[src/rtl/vga_sync_monitor.sv]
// vga_sync_monitor: rebuilds VGA pixel coordinates from hsync/vsync edges and checks line/frame timing.
// Build macro VGA_SYNC_MON_ERRCNT_EN enables the saturating err_count; otherwise err_count reads 8'h00.
module vga_sync_monitor #(
   parameter int H_TOTAL      = 800,
   parameter int H_SYNC_START = 656,
   parameter int H_SYNC_LEN   = 96,
   parameter int V_TOTAL      = 525,
   parameter int V_SYNC_START = 490,
   parameter int V_SYNC_LEN   = 2,
   parameter int LOCK_FRAMES  = 2,
   parameter int H_VISIBLE    = 640,
   parameter int V_VISIBLE    = 480
) (
   input  logic       clk,
   input  logic       reset,
   input  logic       hsync,
   input  logic       vsync,
   output logic       locked,
   output logic [9:0] rx_hcount,
   output logic [9:0] rx_vcount,
   output logic       rx_visible,
   output logic       frame_start,
   output logic       line_err,
   output logic       frame_err,
   output logic [7:0] err_count
);

   localparam logic [9:0] H_TOT_W  = 10'(H_TOTAL);
   localparam logic [9:0] H_LAST_W = 10'(H_TOTAL - 1);
   localparam logic [9:0] H_SS_W   = 10'(H_SYNC_START);
   localparam logic [9:0] H_SL_W   = 10'(H_SYNC_LEN);
   localparam logic [9:0] V_TOT_W  = 10'(V_TOTAL);
   localparam logic [9:0] V_LAST_W = 10'(V_TOTAL - 1);
   localparam logic [9:0] V_SS_W   = 10'(V_SYNC_START);
   localparam logic [9:0] V_SL_W   = 10'(V_SYNC_LEN);
   localparam logic [9:0] H_VIS_W  = 10'(H_VISIBLE);
   localparam logic [9:0] V_VIS_W  = 10'(V_VISIBLE);
   localparam logic [7:0] LOCK_W   = 8'(LOCK_FRAMES);
   localparam logic [9:0] CNT_MAX  = 10'h3FF;

   localparam logic [1:0] ST_SEARCH = 2'd0;
   localparam logic [1:0] ST_TRACK  = 2'd1;
   localparam logic [1:0] ST_LOCKED = 2'd2;

   logic       hs_q_r, hs_d_r, vs_q_r, vs_d_r;
   logic       h_fall_s, h_rise_s, v_fall_s, v_rise_s, h_wrap_s;
   logic [9:0] hcnt_nxt_s, vcnt_nxt_s;
   logic [9:0] line_len_r, hs_width_r, frame_len_r, vs_width_r;
   logic [9:0] frame_len_inc_s, vs_width_inc_s;
   logic       h_armed_r, hw_valid_r, v_armed_r, vw_valid_r;
   logic       line_err_s, frame_err_s;
   logic [1:0] state_r;
   logic [7:0] good_cnt_r;
   logic       dirty_r;

   // Edge decode, next coordinates and error detection
   always_comb begin
      h_fall_s = hs_d_r & ~hs_q_r;
      h_rise_s = ~hs_d_r & hs_q_r;
      v_fall_s = vs_d_r & ~vs_q_r;
      v_rise_s = ~vs_d_r & vs_q_r;
      h_wrap_s = ~h_fall_s & (rx_hcount == H_LAST_W);

      if (h_fall_s) begin
         hcnt_nxt_s = H_SS_W;
      end else if (rx_hcount == H_LAST_W) begin
         hcnt_nxt_s = 10'd0;
      end else begin
         hcnt_nxt_s = rx_hcount + 10'd1;
      end

      if (v_fall_s) begin
         vcnt_nxt_s = V_SS_W;
      end else if (h_wrap_s) begin
         vcnt_nxt_s = (rx_vcount == V_LAST_W) ? 10'd0 : rx_vcount + 10'd1;
      end else begin
         vcnt_nxt_s = rx_vcount;
      end

      // A fall coinciding with the closing vsync fall belongs to the frame being measured
      frame_len_inc_s = (h_fall_s && frame_len_r != CNT_MAX) ? frame_len_r + 10'd1 : frame_len_r;
      vs_width_inc_s  = (h_fall_s && !vs_q_r && vs_width_r != CNT_MAX) ? vs_width_r + 10'd1 : vs_width_r;

      line_err_s  = (h_fall_s & h_armed_r & (line_len_r != H_TOT_W)) |
                    (h_rise_s & hw_valid_r & (hs_width_r != H_SL_W));
      frame_err_s = (v_fall_s & v_armed_r & (frame_len_inc_s != V_TOT_W)) |
                    (v_rise_s & vw_valid_r & (vs_width_r != V_SL_W));
   end

   // Sync input pipeline, coordinate counters and registered status pulses
   always_ff @(posedge clk) begin
      if (reset) begin
         hs_q_r      <= 1'b1;
         hs_d_r      <= 1'b1;
         vs_q_r      <= 1'b1;
         vs_d_r      <= 1'b1;
         rx_hcount   <= 10'd0;
         rx_vcount   <= 10'd0;
         rx_visible  <= 1'b0;
         frame_start <= 1'b0;
         line_err    <= 1'b0;
         frame_err   <= 1'b0;
      end else begin
         hs_q_r      <= hsync;
         hs_d_r      <= hs_q_r;
         vs_q_r      <= vsync;
         vs_d_r      <= vs_q_r;
         rx_hcount   <= hcnt_nxt_s;
         rx_vcount   <= vcnt_nxt_s;
         rx_visible  <= (hcnt_nxt_s < H_VIS_W) && (vcnt_nxt_s < V_VIS_W);
         frame_start <= (hcnt_nxt_s == 10'd0) && (vcnt_nxt_s == 10'd0);
         line_err    <= line_err_s;
         frame_err   <= frame_err_s;
      end
   end

   // Length and width measurement; a pulse is only judged if a real fall preceded it
   always_ff @(posedge clk) begin
      if (reset) begin
         line_len_r  <= 10'd0;
         hs_width_r  <= 10'd0;
         frame_len_r <= 10'd0;
         vs_width_r  <= 10'd0;
         h_armed_r   <= 1'b0;
         hw_valid_r  <= 1'b0;
         v_armed_r   <= 1'b0;
         vw_valid_r  <= 1'b0;
      end else begin
         if (h_fall_s) begin
            line_len_r <= 10'd1;
            hs_width_r <= 10'd1;
            h_armed_r  <= 1'b1;
            hw_valid_r <= h_armed_r;
         end else begin
            if (line_len_r != CNT_MAX) line_len_r <= line_len_r + 10'd1;
            if (!hs_q_r && hs_width_r != CNT_MAX) hs_width_r <= hs_width_r + 10'd1;
         end
         if (v_fall_s) begin
            frame_len_r <= 10'd0;
            vs_width_r  <= {9'd0, h_fall_s};
            v_armed_r   <= 1'b1;
            vw_valid_r  <= v_armed_r;
         end else begin
            frame_len_r <= frame_len_inc_s;
            vs_width_r  <= vs_width_inc_s;
         end
      end
   end

   // Lock state machine: SEARCH -> TRACK -> LOCKED after LOCK_FRAMES clean frames
   always_ff @(posedge clk) begin
      if (reset) begin
         state_r    <= ST_SEARCH;
         good_cnt_r <= 8'd0;
         dirty_r    <= 1'b0;
         locked     <= 1'b0;
      end else begin
         locked <= (state_r == ST_LOCKED);
         case (state_r)
            ST_SEARCH: begin
               if (v_fall_s) begin
                  state_r    <= ST_TRACK;
                  good_cnt_r <= 8'd0;
                  dirty_r    <= 1'b0;
               end
            end
            ST_TRACK: begin
               if (v_fall_s) begin
                  dirty_r <= 1'b0;
                  if (line_err_s || frame_err_s || dirty_r) begin
                     good_cnt_r <= 8'd0;
                  end else if (good_cnt_r + 8'd1 >= LOCK_W) begin
                     state_r    <= ST_LOCKED;
                     good_cnt_r <= 8'd0;
                  end else begin
                     good_cnt_r <= good_cnt_r + 8'd1;
                  end
               end else if (line_err_s || frame_err_s) begin
                  good_cnt_r <= 8'd0;
                  dirty_r    <= 1'b1;
               end
            end
            ST_LOCKED: begin
               if (line_err_s || frame_err_s) state_r <= ST_SEARCH;
            end
            default: state_r <= ST_SEARCH;
         endcase
      end
   end

`ifdef VGA_SYNC_MON_ERRCNT_EN
   logic [8:0] err_sum_s;

   // Saturating sum of error pulses, two per cycle when both fire
   always_comb begin
      err_sum_s = {1'b0, err_count} + {8'd0, line_err_s} + {8'd0, frame_err_s};
   end

   // Error counter register
   always_ff @(posedge clk) begin
      if (reset) begin
         err_count <= 8'd0;
      end else begin
         err_count <= (err_sum_s > 9'd255) ? 8'hFF : err_sum_s[7:0];
      end
   end
`else
   assign err_count = 8'h00;
`endif

endmodule

[config.mk]
export PLATFORM = sky130hd
export DESIGN_NAME = vga_sync_monitor
export DESIGN_NICKNAME = d
export VERILOG_FILES = /design/src/rtl/vga_sync_monitor.sv
export SDC_FILE = /design/constraint.sdc
export NUM_CORES = 1
export LEC_CHECK = 0
export CAP_MARGIN = 20
export CORE_MARGIN = 2
export CORE_UTILIZATION = 55
export DETAILED_ROUTE_END_ITERATION = 6
export PLACE_DENSITY = 0.77
export SLEW_MARGIN = 5
export SYNTH_ARGS = -nofsm -noshare
export SYNTH_HDL_FRONTEND = slang
export SYNTH_SLANG_ARGS = --single-unit
export TNS_END_PERCENT = 50
[constraint.sdc]
create_clock -name clk -period 3.9 [get_ports clk]
set_clock_uncertainty 0.05 [all_clocks]
set_input_delay 0.585 -clock clk [delete_from_list [all_inputs] [get_ports clk]]
set_output_delay 0.585 -clock clk [all_outputs]
set_load 0.005 [all_outputs]
==> impl_metrics.py, run 1 <==
metrics = {
    "outcome": {
        "status": "finished, final reports clean",
    },
    "timing": {
        "hold_viol": 0,
        "tns_ns": 0,
        "finalHoldWorstSlack_ns": 0.4122,
        "relSlewSlack_pct": 45.46,
        "tightestPinTransition_ns": 0.8164,
        "fin_crit_ns": 2.865,
        "slew_violations": 0,
        "fmax_ghz": 0.3490,
        "min_period_over_period_pct": 73.47,
        "grt_setup_unrepaired": "false",
        "final-setup-viol-count": 0,
    },
    "worst_setup_path": {
        "endpoint_kind": "flop",
        "cpPeakStageDelay_ns": 0.70,
        "crit_fanout": 10,
        "crit_chain": "ha_1, nand4_2, nor4_4, nand2_1, a2111oi_0, nand2_1, nor4_1",
        "startpoint": "rx_hcount[0]$_SDFF_PP0_",
        "start_kind": "flop",
        "crit_required_ns": 4.12,
        "crit_arrival_ns": 3.08,
        "path_class": "flop to flop",
        "worstReg2RegStart": "rx_hcount[0]$_SDFF_PP0_",
        "cp_common_cell": "nand2_1",
        "slowest_stage": "a2111oi_0",
    },
    "die": {
        "die_x_um": 91.57,
        "start_util_pct": 57.54,
        "core_area_sq_um": 7331,
        "io_pins": 37,
        "die_h_um": 91.57,
        "core.rowCount": 31,
        "die-area_sq_um": 8385,
    },
    "cts": {
        "holdBufCountCts": 0,
        "clock_latency_ns": 0.35,
        "clock_sinks": 84,
        "numCtsBuffers": 9,
        "cts_tree": "yes",
        "cts-resized-gates": 0,
        "cts.clk_slew.worst_paths_ns": 0.09,
        "clock_path_buffers": 2,
        "root_buffer": "clkbuf_8",
        "cts_setup_buffers": 0,
        "h-tree-depth": 3,
    },
    "synthesis": {
        "yosysTopAreaCellShare_pct": 39.87,
        "synth_commonest_cells": "dfxtp_1 (84), nor2_1 (69), nand2_1 (39)",
        "synth_edf_count": 0,
        "synth_area_leaders": "dfxtp_1 (40%), nor2_1 (6.1%), xnor2_1 (4.2%)",
        "synthArstFlopShare_pct": 0,
        "post-synth-top-area-cell": "dfxtp_1",
        "yosysMostFrequentCell": "dfxtp_1",
        "yosysSeqAreaShare_pct": 39.87,
        "synthCells": 503,
        "post_synth.cell_area_avg_sq_um": 8.385,
        "synth_flop_cell": "dfxtp_1",
        "synth_cell_types": 58,
        "yosysWarningCount": 0,
        "syn_area_sq_um": 4218,
        "ys_seq_elements": 84,
    },
    "power": {
        "p_sw_uw": 400.3,
        "combPwrFrac_pct": 7.5,
        "p_seq_share_pct": 54.1,
        "clkPwrFrac_pct": 38.4,
        "power.leakage_uw": 0.001687,
        "cellPowerDensity_nw_per_um2": 351.9,
        "ir_worst_vdd_mv": 0.1822,
        "switching_share_pct": 24.00,
        "p_int_uw": 1268,
        "power_uw": 1668,
    },
    "flow_run": {
        "drv_cap": 0,
    },
    "drt": {
        "routedWlPerCell_um": 13.50,
        "drc": 0,
        "route.vias.total": 3540,
        "wl_um": 8506,
        "ant_nets": 0,
        "drt_iter0_markers": 151,
        "viasPerCell": 5.619,
        "firstDrtPassIters": 4,
    },
    "grt": {
        "grt_start_max_net_pins": 26,
        "grt.met3_usage_pct": 3.983,
        "grt_util_met1_pct": 25.97,
        "grt_pass1_wl_um": 14680,
        "grt_busiest_layer": "met2",
        "grt-ovfl-total": 0,
        "gr-usage-all-layers_pct": 21.12,
        "antenna_found_initial": 0,
        "grt_pass1_vias": 3287,
        "grt_util_met2_pct": 36.27,
    },
    "finish": {
        "fin_area_sq_um": 4741,
        "drive_gt1_share_pct": 6.403,
        "diodes": 0,
        "syn_to_final_growth_pct": 12.40,
        "num-fill-cells": 632,
        "instances_no_fill": 630,
        "finalNetCount": 542,
    },
    "worst_hold_path": {
        "hp-class": "flop to flop",
        "min-delay-start": "hw_valid_r$_SDFFE_PP0P_",
    },
    "placement": {
        "dpl.hpwl_um": 6152,
        "postPlaceCellArea_sq_um": 4529,
        "io_buffers": 28,
        "place_inst": 614,
        "routabilityCongestion": 0.8590,
    },
}
[cell type report]
type	instances	area, sq um	share of cell area [%]
Clock buffer	11	151.4	3.193
Clock inverter	5	60.06	1.267
Inverter	20	75.07	1.584
Multi-Input combinational cell	381	2354	49.64
Sequential cell	84	1682	35.47
Tap cell	99	123.9	2.613
Timing Repair Buffer	30	295.3	6.229
[worst paths after layout]
| check | to | slack, ns | cells past startpoint |
|---|---|---|---|
| max | frame_start$_SDFF_PP0_ | 1.03 | 7 |
| min | hw_valid_r$_SDFFE_PP0P_ | 0.41 | 2 |
| max reg2reg | frame_start$_SDFF_PP0_ | 1.03 | 7 |
| min reg2reg | hw_valid_r$_SDFFE_PP0P_ | 0.41 | 2 |
[through the flow]
step | worst slack, ns | utilization [%]
after floorplan | 1.461 | -
after global placement | 1.181 | 61.79
after detailed placement | 1.097 | 61.79
after CTS | 1.060 | 64.67
after global routing | 0.7487 | 64.67
final | 1.035 | 64.67
[logic make-up (layout without fill, tap and decap cells)]
kind of cell	Yosys count	count (layout)	share of synthesized area, %
simple gates	237	237	29.58
other cells	1	8	0.08891
flops	84	84	39.87
mux	5	5	1.187
xor+xnor	38	38	7.891
buf+inv	45	66	4.954
compound gates	81	81	12.88
fa+ha+maj	12	12	3.560
[worst max-delay path, delay by kind of cell (launching register included)]
| kind | cells | cell delay, ns |
|---|---|---|
| and+or+nand+nor | 5 | 1.28 |
| AOI/OAI and AO/OA | 1 | 0.70 |
| adders and majority gates | 1 | 0.32 |
| DFF | 1 | 0.43 |
[power by group through the flow]
stage	logic (uW)	clock network [uW]	registers, uW
after floorplan	90.3	0	918
after global placement	123	0	921
after detailed placement	125	0	923
after CTS	126	654	903
after global routing	140	689	907
final	125	640	903
[flip-flops by register name, summed over array words and instances (netlist names), 2 cells and up]
register / flops
line_len_r: 10
rx_vcount: 10
hs_width_r: 10
frame_len_r: 10
good_cnt_r: 8
state_r: 2
vs_width_r: 10
rx_hcount: 10
[placed cells by master, fill, tap and decap left out, drive strengths merged, types with 7 or more instances in the layout]
| cell | n |
|---|---|
| nor2 | 69 |
| xnor2 | 20 |
| a21oi | 31 |
| clkbuf | 11 |
| inv | 20 |
| nand2 | 39 |
| nand3 | 21 |
| nor4 | 9 |
| and3 | 9 |
| nor2b | 12 |
| clkdlybuf4s50 | 28 |
| conb | 8 |
| a211oi | 8 |
| dfxtp | 84 |
| o21ai | 10 |
| nor3 | 20 |
| nand4 | 14 |
| ha | 12 |
| or3 | 7 |
| xor2 | 18 |
[per-layer routing]
| layer | wire, um | vias to the layer above |
|---|---|---|
| li1 | - | 1810 |
| met1 | 3956 | 1662 |
| met2 | 4248 | 60 |
| met3 | 246 | 8 |
| met4 | 54 | 0 |
| met5 | 0 | - |
(Power assumes the default switching activity.)
==> run 2, diff against run 1 <==
--- a/config.mk
+++ b/config.mk
@@ -7,9 +7,9 @@
 export LEC_CHECK = 0
 export CAP_MARGIN = 20
 export CORE_MARGIN = 2
-export CORE_UTILIZATION = 55
+export CORE_UTILIZATION = 52
 export DETAILED_ROUTE_END_ITERATION = 6
-export PLACE_DENSITY = 0.77
+export PLACE_DENSITY = 0.76
 export SLEW_MARGIN = 5
 export SYNTH_ARGS = -nofsm -noshare
 export SYNTH_HDL_FRONTEND = slang
==> constraint.sdc (replaced) <==
create_clock -name clk -period 2.6 [get_ports clk]
set_clock_uncertainty 0.05 [all_clocks]
set_input_delay 0.39 -clock clk [delete_from_list [all_inputs] [get_ports clk]]
set_output_delay 0.39 -clock clk [all_outputs]
set_load 0.005 [all_outputs]
==> impl_metrics.py, run 2 (synthesized netlist as in run 1, its figures left out) <==
metrics = {
    "cts": {
        "cts_tree": "yes",
        "numCtsBuffers": 9,
        "holdBufCountCts": 0,
        "root_buffer": "clkbuf_8",
        "h-tree-depth": 3,
        "clock_path_buffers": 2,
        "clock_latency_ns": 0.35,
        "cts_setup_buffers": 0,
        "clock_sinks": 84,
        "cts.clk_slew.worst_paths_ns": 0.09,
    },
    "drt": {
        "drc": 0,
        "ant_nets": 0,
        "route.vias.total": 3570,
        "firstDrtPassIters": 4,
        "drt_iter0_markers": 204,
        "viasPerCell": 5.509,
        "routedWlPerCell_um": 13.47,
        "wl_um": 8728,
    },
    "timing": {
        "fin_ws_ns": 0.1659,
        "grt_setup_unrepaired": "false",
        "tightestPinTransition_ns": 0.7035,
        "fin_crit_ns": 2.434,
        "min_period_over_period_pct": 93.62,
        "fmax_ghz": 0.4108,
        "tns_ns": 0,
        "final-setup-viol-count": 0,
        "slew_violations": 0,
        "relSlewSlack_pct": 52.98,
        "hold_viol": 0,
    },
    "worst_setup_path": {
        "crit_fanout": 8,
        "crit_required_ns": 2.84,
        "crit_chain": "ha_1, and3_2, or4_1, a31o_2, nor4b_4, a221oi_1, o21a_2, o22ai_1",
        "path_class": "flop to flop",
        "cpPeakStageDelay_ns": 0.41,
        "crit_arrival_ns": 2.67,
        "r2r_cells": 8,
        "reg2reg_to": "good_cnt_r[0]$_SDFFE_PP0P_",
        "startpoint": "frame_len_r[0]$_SDFF_PP0_",
        "endpoint_kind": "flop",
        "slowest_stage": "or4_1",
        "worstReg2RegStart": "frame_len_r[0]$_SDFF_PP0_",
        "start_kind": "flop",
        "rrSetupSlack_ns": 0.17,
    },
    "worst_hold_path": {
        "hold-path-endpoint": "vw_valid_r$_SDFFE_PP0P_",
        "whs_path_depth": 2,
        "min-delay-start": "vw_valid_r$_SDFFE_PP0P_",
        "hp-class": "flop to flop",
    },
    "finish": {
        "final_cell_mix": "dfxtp_1 (83), nor2_1 (69), nand2_1 (39)",
        "syn_to_final_growth_pct": 15.84,
        "diodes": 0,
        "num-fill-cells": 676,
        "layout_commonest_cell": "dfxtp_1",
        "instances_no_fill": 648,
        "finalNetCount": 557,
        "drive_gt1_share_pct": 9.524,
        "multi_input_area_sq_um": 2367,
        "seqCellArea_sq_um": 1683,
    },
    "power": {
        "cellPowerDensity_nw_per_um2": 530.4,
        "power.leakage_uw": 0.001765,
        "ir_worst_vdd_mv": 0.4434,
    },
    "placement": {
        "dpl.hpwl_um": 6202,
        "io_buffers": 28,
        "dp_slack_ns": 0.09445,
        "routabilityCongestion": 0.8448,
        "place_inst": 632,
    },
    "die": {
        "core.rowCount": 32,
        "start_util_pct": 54.02,
        "io_pins": 37,
        "die_h_um": 94.06,
        "die_x_um": 94.06,
        "core_area_sq_um": 7807,
        "die-area_sq_um": 8847,
    },
    "grt": {
        "gr-usage-all-layers_pct": 20.44,
        "grt_pass1_vias": 3221,
        "antenna_found_initial": 0,
        "grt-ovfl-total": 0,
        "grt_pass1_wl_um": 14470,
        "grt_start_max_net_pins": 24,
    },
    "outcome": {
        "status": "finished, final reports clean",
    },
    "flow_run": {
        "drv_cap": 0,
    },
}
[run 2: cell types whose count changed in the layout (fill, tap and decap cells not counted), sizes merged]
| cell | change |
|---|---|
| clkinvlp | +1 |
| inv | +1 |
| clkinv | -3 |
| bufinv | +1 |
| buf | +15 |
[run 2: report_power, final]
part / internal (uW) / total, uW / switching, uW
clock network: 571 / 1030 / 464
logic: 97.7 / 205 / 107
registers: 1320 / 1350 / 34.5
total: 1990 / 2590 / 606
[run 2: metrics by stage]
| stage | utilization, % | total power (uW) | area [sq um] | hold WS (ns) |
|---|---|---|---|---|
| 2_1_floorplan | - | 1512 | 4244 | 0.3864 |
| 3_5_place_dp | 59.50 | 1584 | 4646 | 0.4110 |
| 5_1_grt | 62.58 | 2700 | 4886 | 0.4402 |
| 4_1_cts | 62.39 | 2622 | 4871 | 0.4243 |
| 3_3_place_gp | 59.50 | 1578 | 4646 | 0.3924 |
| 6_report | 62.58 | 2592 | 4886 | 0.4218 |
[run 2: final cells by class]
class,count,share of cell area (%)
multi-input combinational,381,48.45
sequential,84,34.44
timing repair buffer,45,8.348
clock buffer,11,2.894
tap,102,2.612
clock inverter,5,1.716
inverter,20,1.536
[run 2: worst max path at each step]
stage | cells after the start | slack (ns) | to
detailed placement | 8 | 0.09 | good_cnt_r[0]$_SDFFE_PP0P_
global placement | 8 | 0.18 | good_cnt_r[0]$_SDFFE_PP0P_
floorplan | 9 | 0.16 | good_cnt_r[0]$_SDFFE_PP0P_
finish | 8 | 0.17 | good_cnt_r[0]$_SDFFE_PP0P_
global route | 8 | 0.02 | good_cnt_r[0]$_SDFFE_PP0P_
CTS | 8 | 0.08 | good_cnt_r[0]$_SDFFE_PP0P_
[run 2: repair_timing]
action,4_1_cts,5_1_grt
setup endpoints to repair,0,12
gates resized for setup,0,6
endpoints found under the hold margin,0,0
[run 2: routing by layer]
layer | track usage, % | vias up | part of all wire [%]
met5 | 0 | - | 0
met4 | 6.643 | 0 | 1.3
met3 | 5.457 | 10 | 4.3
met2 | 33.27 | 75 | 46
met1 | 26.34 | 1655 | 48
li1 | - | 1830 | -
[run 2: critical path, delay by kind of cell (launching register included)]
family,cells,cell delay (ns)
AOI/OAI and AO/OA,4,0.79
adders and majority gates,1,0.22
and+or+nand+nor,3,0.95
DFF,1,0.36
==> run 3, diff against run 2 <==
--- a/config.mk
+++ b/config.mk
@@ -5,10 +5,12 @@
 export SDC_FILE = /design/constraint.sdc
 export NUM_CORES = 1
 export LEC_CHECK = 0
+export ABC_AREA = 1
 export CAP_MARGIN = 20
 export CORE_MARGIN = 2
 export CORE_UTILIZATION = 52
 export DETAILED_ROUTE_END_ITERATION = 6
+export HOLD_SLACK_MARGIN = 0.06
 export PLACE_DENSITY = 0.76
 export SLEW_MARGIN = 5
 export SYNTH_ARGS = -nofsm -noshare
==> impl_metrics.py, run 3 <==
metrics = {
    "timing": {
        "tns_ns": 0,
        "fin_crit_ns": 2.315,
        "slew_violations": 0,
        "relSlewSlack_pct": 61.74,
        "grt_setup_unrepaired": "false",
        "fin_ws_ns": 0.2849,
        "min_period_over_period_pct": 89.04,
        "hold_viol": 0,
        "tightestPinTransition_ns": 0.5717,
        "fmax_ghz": 0.4320,
        "final-setup-viol-count": 0,
        "finalHoldWorstSlack_ns": 0.4129,
    },
    "die": {
        "die-area_sq_um": 9086,
        "io_pins": 37,
        "core.rowCount": 33,
        "die_x_um": 95.32,
        "die_h_um": 95.32,
        "start_util_pct": 53.31,
        "core_area_sq_um": 8134,
    },
    "cts": {
        "numCtsBuffers": 9,
        "clock_latency_ns": 0.35,
        "cts_tree": "yes",
        "cts.clk_slew.worst_paths_ns": 0.08,
        "h-tree-depth": 3,
        "root_buffer": "clkbuf_8",
        "clock_path_buffers": 2,
        "clock_sinks": 84,
    },
    "worst_setup_path": {
        "endpoint_kind": "flop",
        "reg2reg_to": "rx_visible$_SDFF_PP0_",
        "rrSetupSlack_ns": 0.28,
        "crit_arrival_ns": 2.51,
        "start_kind": "flop",
        "path_class": "flop to flop",
        "r2r_cells": 11,
        "crit_required_ns": 2.79,
        "crit_fanout": 7,
        "worstReg2RegStart": "rx_hcount[0]$_SDFF_PP0_",
    },
    "placement": {
        "io_buffers": 28,
        "routabilityCongestion": 0.9066,
        "dp_slack_ns": 0.2630,
        "place_inst": 740,
        "postPlaceCellArea_sq_um": 4711,
        "dpl.hpwl_um": 6798,
    },
    "grt": {
        "grt_start_max_net_pins": 36,
        "grt_pass1_vias": 3563,
        "grt_pass1_wl_um": 15460,
        "grt-ovfl-total": 0,
        "antenna_found_initial": 0,
        "gr-usage-all-layers_pct": 21.37,
    },
    "finish": {
        "instances_no_fill": 759,
        "drive_gt1_share_pct": 9.480,
        "fin_area_sq_um": 4969,
        "diodes": 0,
        "layout_commonest_cell": "nand2_1",
        "final_cell_mix": "nand2_1 (102), inv_1 (100), dfxtp_1 (84)",
        "syn_to_final_growth_pct": 14.57,
        "finalNetCount": 665,
    },
    "worst_hold_path": {
        "hold-path-endpoint": "v_armed_r$_SDFFE_PP0P_",
        "whs_path_depth": 2,
        "min-delay-start": "v_armed_r$_SDFFE_PP0P_",
        "hp-class": "flop to flop",
    },
    "synthesis": {
        "synthCells": 612,
        "ys_seq_elements": 84,
        "synth_cell_types": 43,
        "synth_edf_count": 0,
        "syn_area_sq_um": 4337,
        "synthArstFlopShare_pct": 0,
        "post-synth-top-area-cell": "dfxtp_1",
        "yosysMostFrequentCell": "nand2_1",
        "synth_area_leaders": "dfxtp_1 (39%), nand2_1 (8.8%), inv_1 (8.7%)",
        "yosysTopAreaCellShare_pct": 38.78,
        "yosysWarningCount": 0,
        "synth_flop_cell": "dfxtp_1",
        "yosysSeqAreaShare_pct": 38.78,
        "synth_commonest_cells": "nand2_1 (102), inv_1 (100), dfxtp_1 (84)",
        "post_synth.cell_area_avg_sq_um": 7.086,
    },
    "drt": {
        "firstDrtPassIters": 4,
        "route.vias.total": 3901,
        "wl_um": 9154,
        "routedWlPerCell_um": 12.06,
        "ant_nets": 0,
        "drt_iter0_markers": 163,
        "drc": 0,
        "viasPerCell": 5.140,
    },
    "power": {
        "cellPowerDensity_nw_per_um2": 535.0,
        "ir_worst_vdd_mv": 0.2484,
        "power.leakage_uw": 0.002081,
    },
    "outcome": {
        "status": "finished, final reports clean",
    },
    "flow_run": {
        "drv_cap": 0,
    },
}
run 3: changes by cell type after synthesis, moves of 6 or more:
cell	previous run	this run
nor2_1	69	80
nand4_1	13	19
inv_1	20	100
nand2_2	0	6
o21ai_0	10	24
nand2_1	39	102
and3_1	9	1
nor3_1	20	14
nor2_2	0	7
xnor2_1	20	5
or3_1	6	0
nand3_1	21	41
nor2b_1	12	0
xor2_1	18	9
run 3: worst max-delay path, stage by stage (launching register included):
cell and delay (ns):
dfxtp_1 0.40, ha_1 0.21, nand3_1 0.12, nor2_1 0.14
nand3_1 0.16, nor2_4 0.21, nand4_1 0.16, nor2_1 0.12
nor2_1 0.04, o21ai_0 0.31, and3_1 0.22, a21oi_1 0.06
run 3: area by class of cell:
type                       instances  area [sq um]
tap                              105         131.4
multi-input combinational        411          2162
inverter                         106         397.9
clock buffer                      12         165.2
sequential                        84          1682
clock inverter                     4         70.07
fill                             722          3166
timing repair buffer              37         360.3
run 3: per-layer routing:
metal  vias up  share of wire [%]  global-route usage [%]
met5         -                  0                       0
met4         0                1.8                   10.02
met3        17                3.2                   3.320
met2        74                 49                   35.74
met1      1787                 46                   26.97
li1       2023                  -                       -
run 3: logic make-up (layout without fill, tap and decap cells):
kind of cell               after synthesis  after routing  synth area share [%]
AOI/OAI and AO/OA                       81             81                 10.56
DFF                                     84             84                 38.78
and+or+nand+nor                        296            296                 32.31
adders and majority gates               12             12                 3.462
xor gates and xnor gates                14             14                 2.828
buffers and inverters                  124            159                 11.97
other                                    1              8               0.08647
run 3: repair_timing:
action | in CTS | in global routing
setup buffers | 0 | 3
gates resized for setup | 0 | 0
hold buffers | 0 | 0
endpoints found under the setup margin | 0 | 2
run 3: worst max-delay path by stage:
stage,from,endpoint,slack (ns)
2_1_floorplan,rx_hcount[0]$_SDFF_PP0_,rx_visible$_SDFF_PP0_,0.61
3_3_place_gp,rx_hcount[0]$_SDFF_PP0_,rx_visible$_SDFF_PP0_,0.39
3_5_place_dp,rx_hcount[0]$_SDFF_PP0_,rx_visible$_SDFF_PP0_,0.26
4_1_cts,rx_hcount[0]$_SDFF_PP0_,rx_visible$_SDFF_PP0_,0.25
5_1_grt,frame_len_r[0]$_SDFF_PP0_,state_r[0]$_SDFFE_PP0P_,0.04
6_report,rx_hcount[0]$_SDFF_PP0_,rx_visible$_SDFF_PP0_,0.28
run 3: stage by stage:
step	util, %	total power, uW
final	61.08	2658
after global routing	61.08	2767
after CTS	60.81	2671
after detailed placement	57.91	1610
after global placement	57.91	1601
after floorplan	-	1531
run 3: power by group:
part	total, uW	internal [uW]	switching (uW)
registers	1350	1320	31.1
logic	232	92.8	139
clock network	1080	617	459
total	2660	2030	629
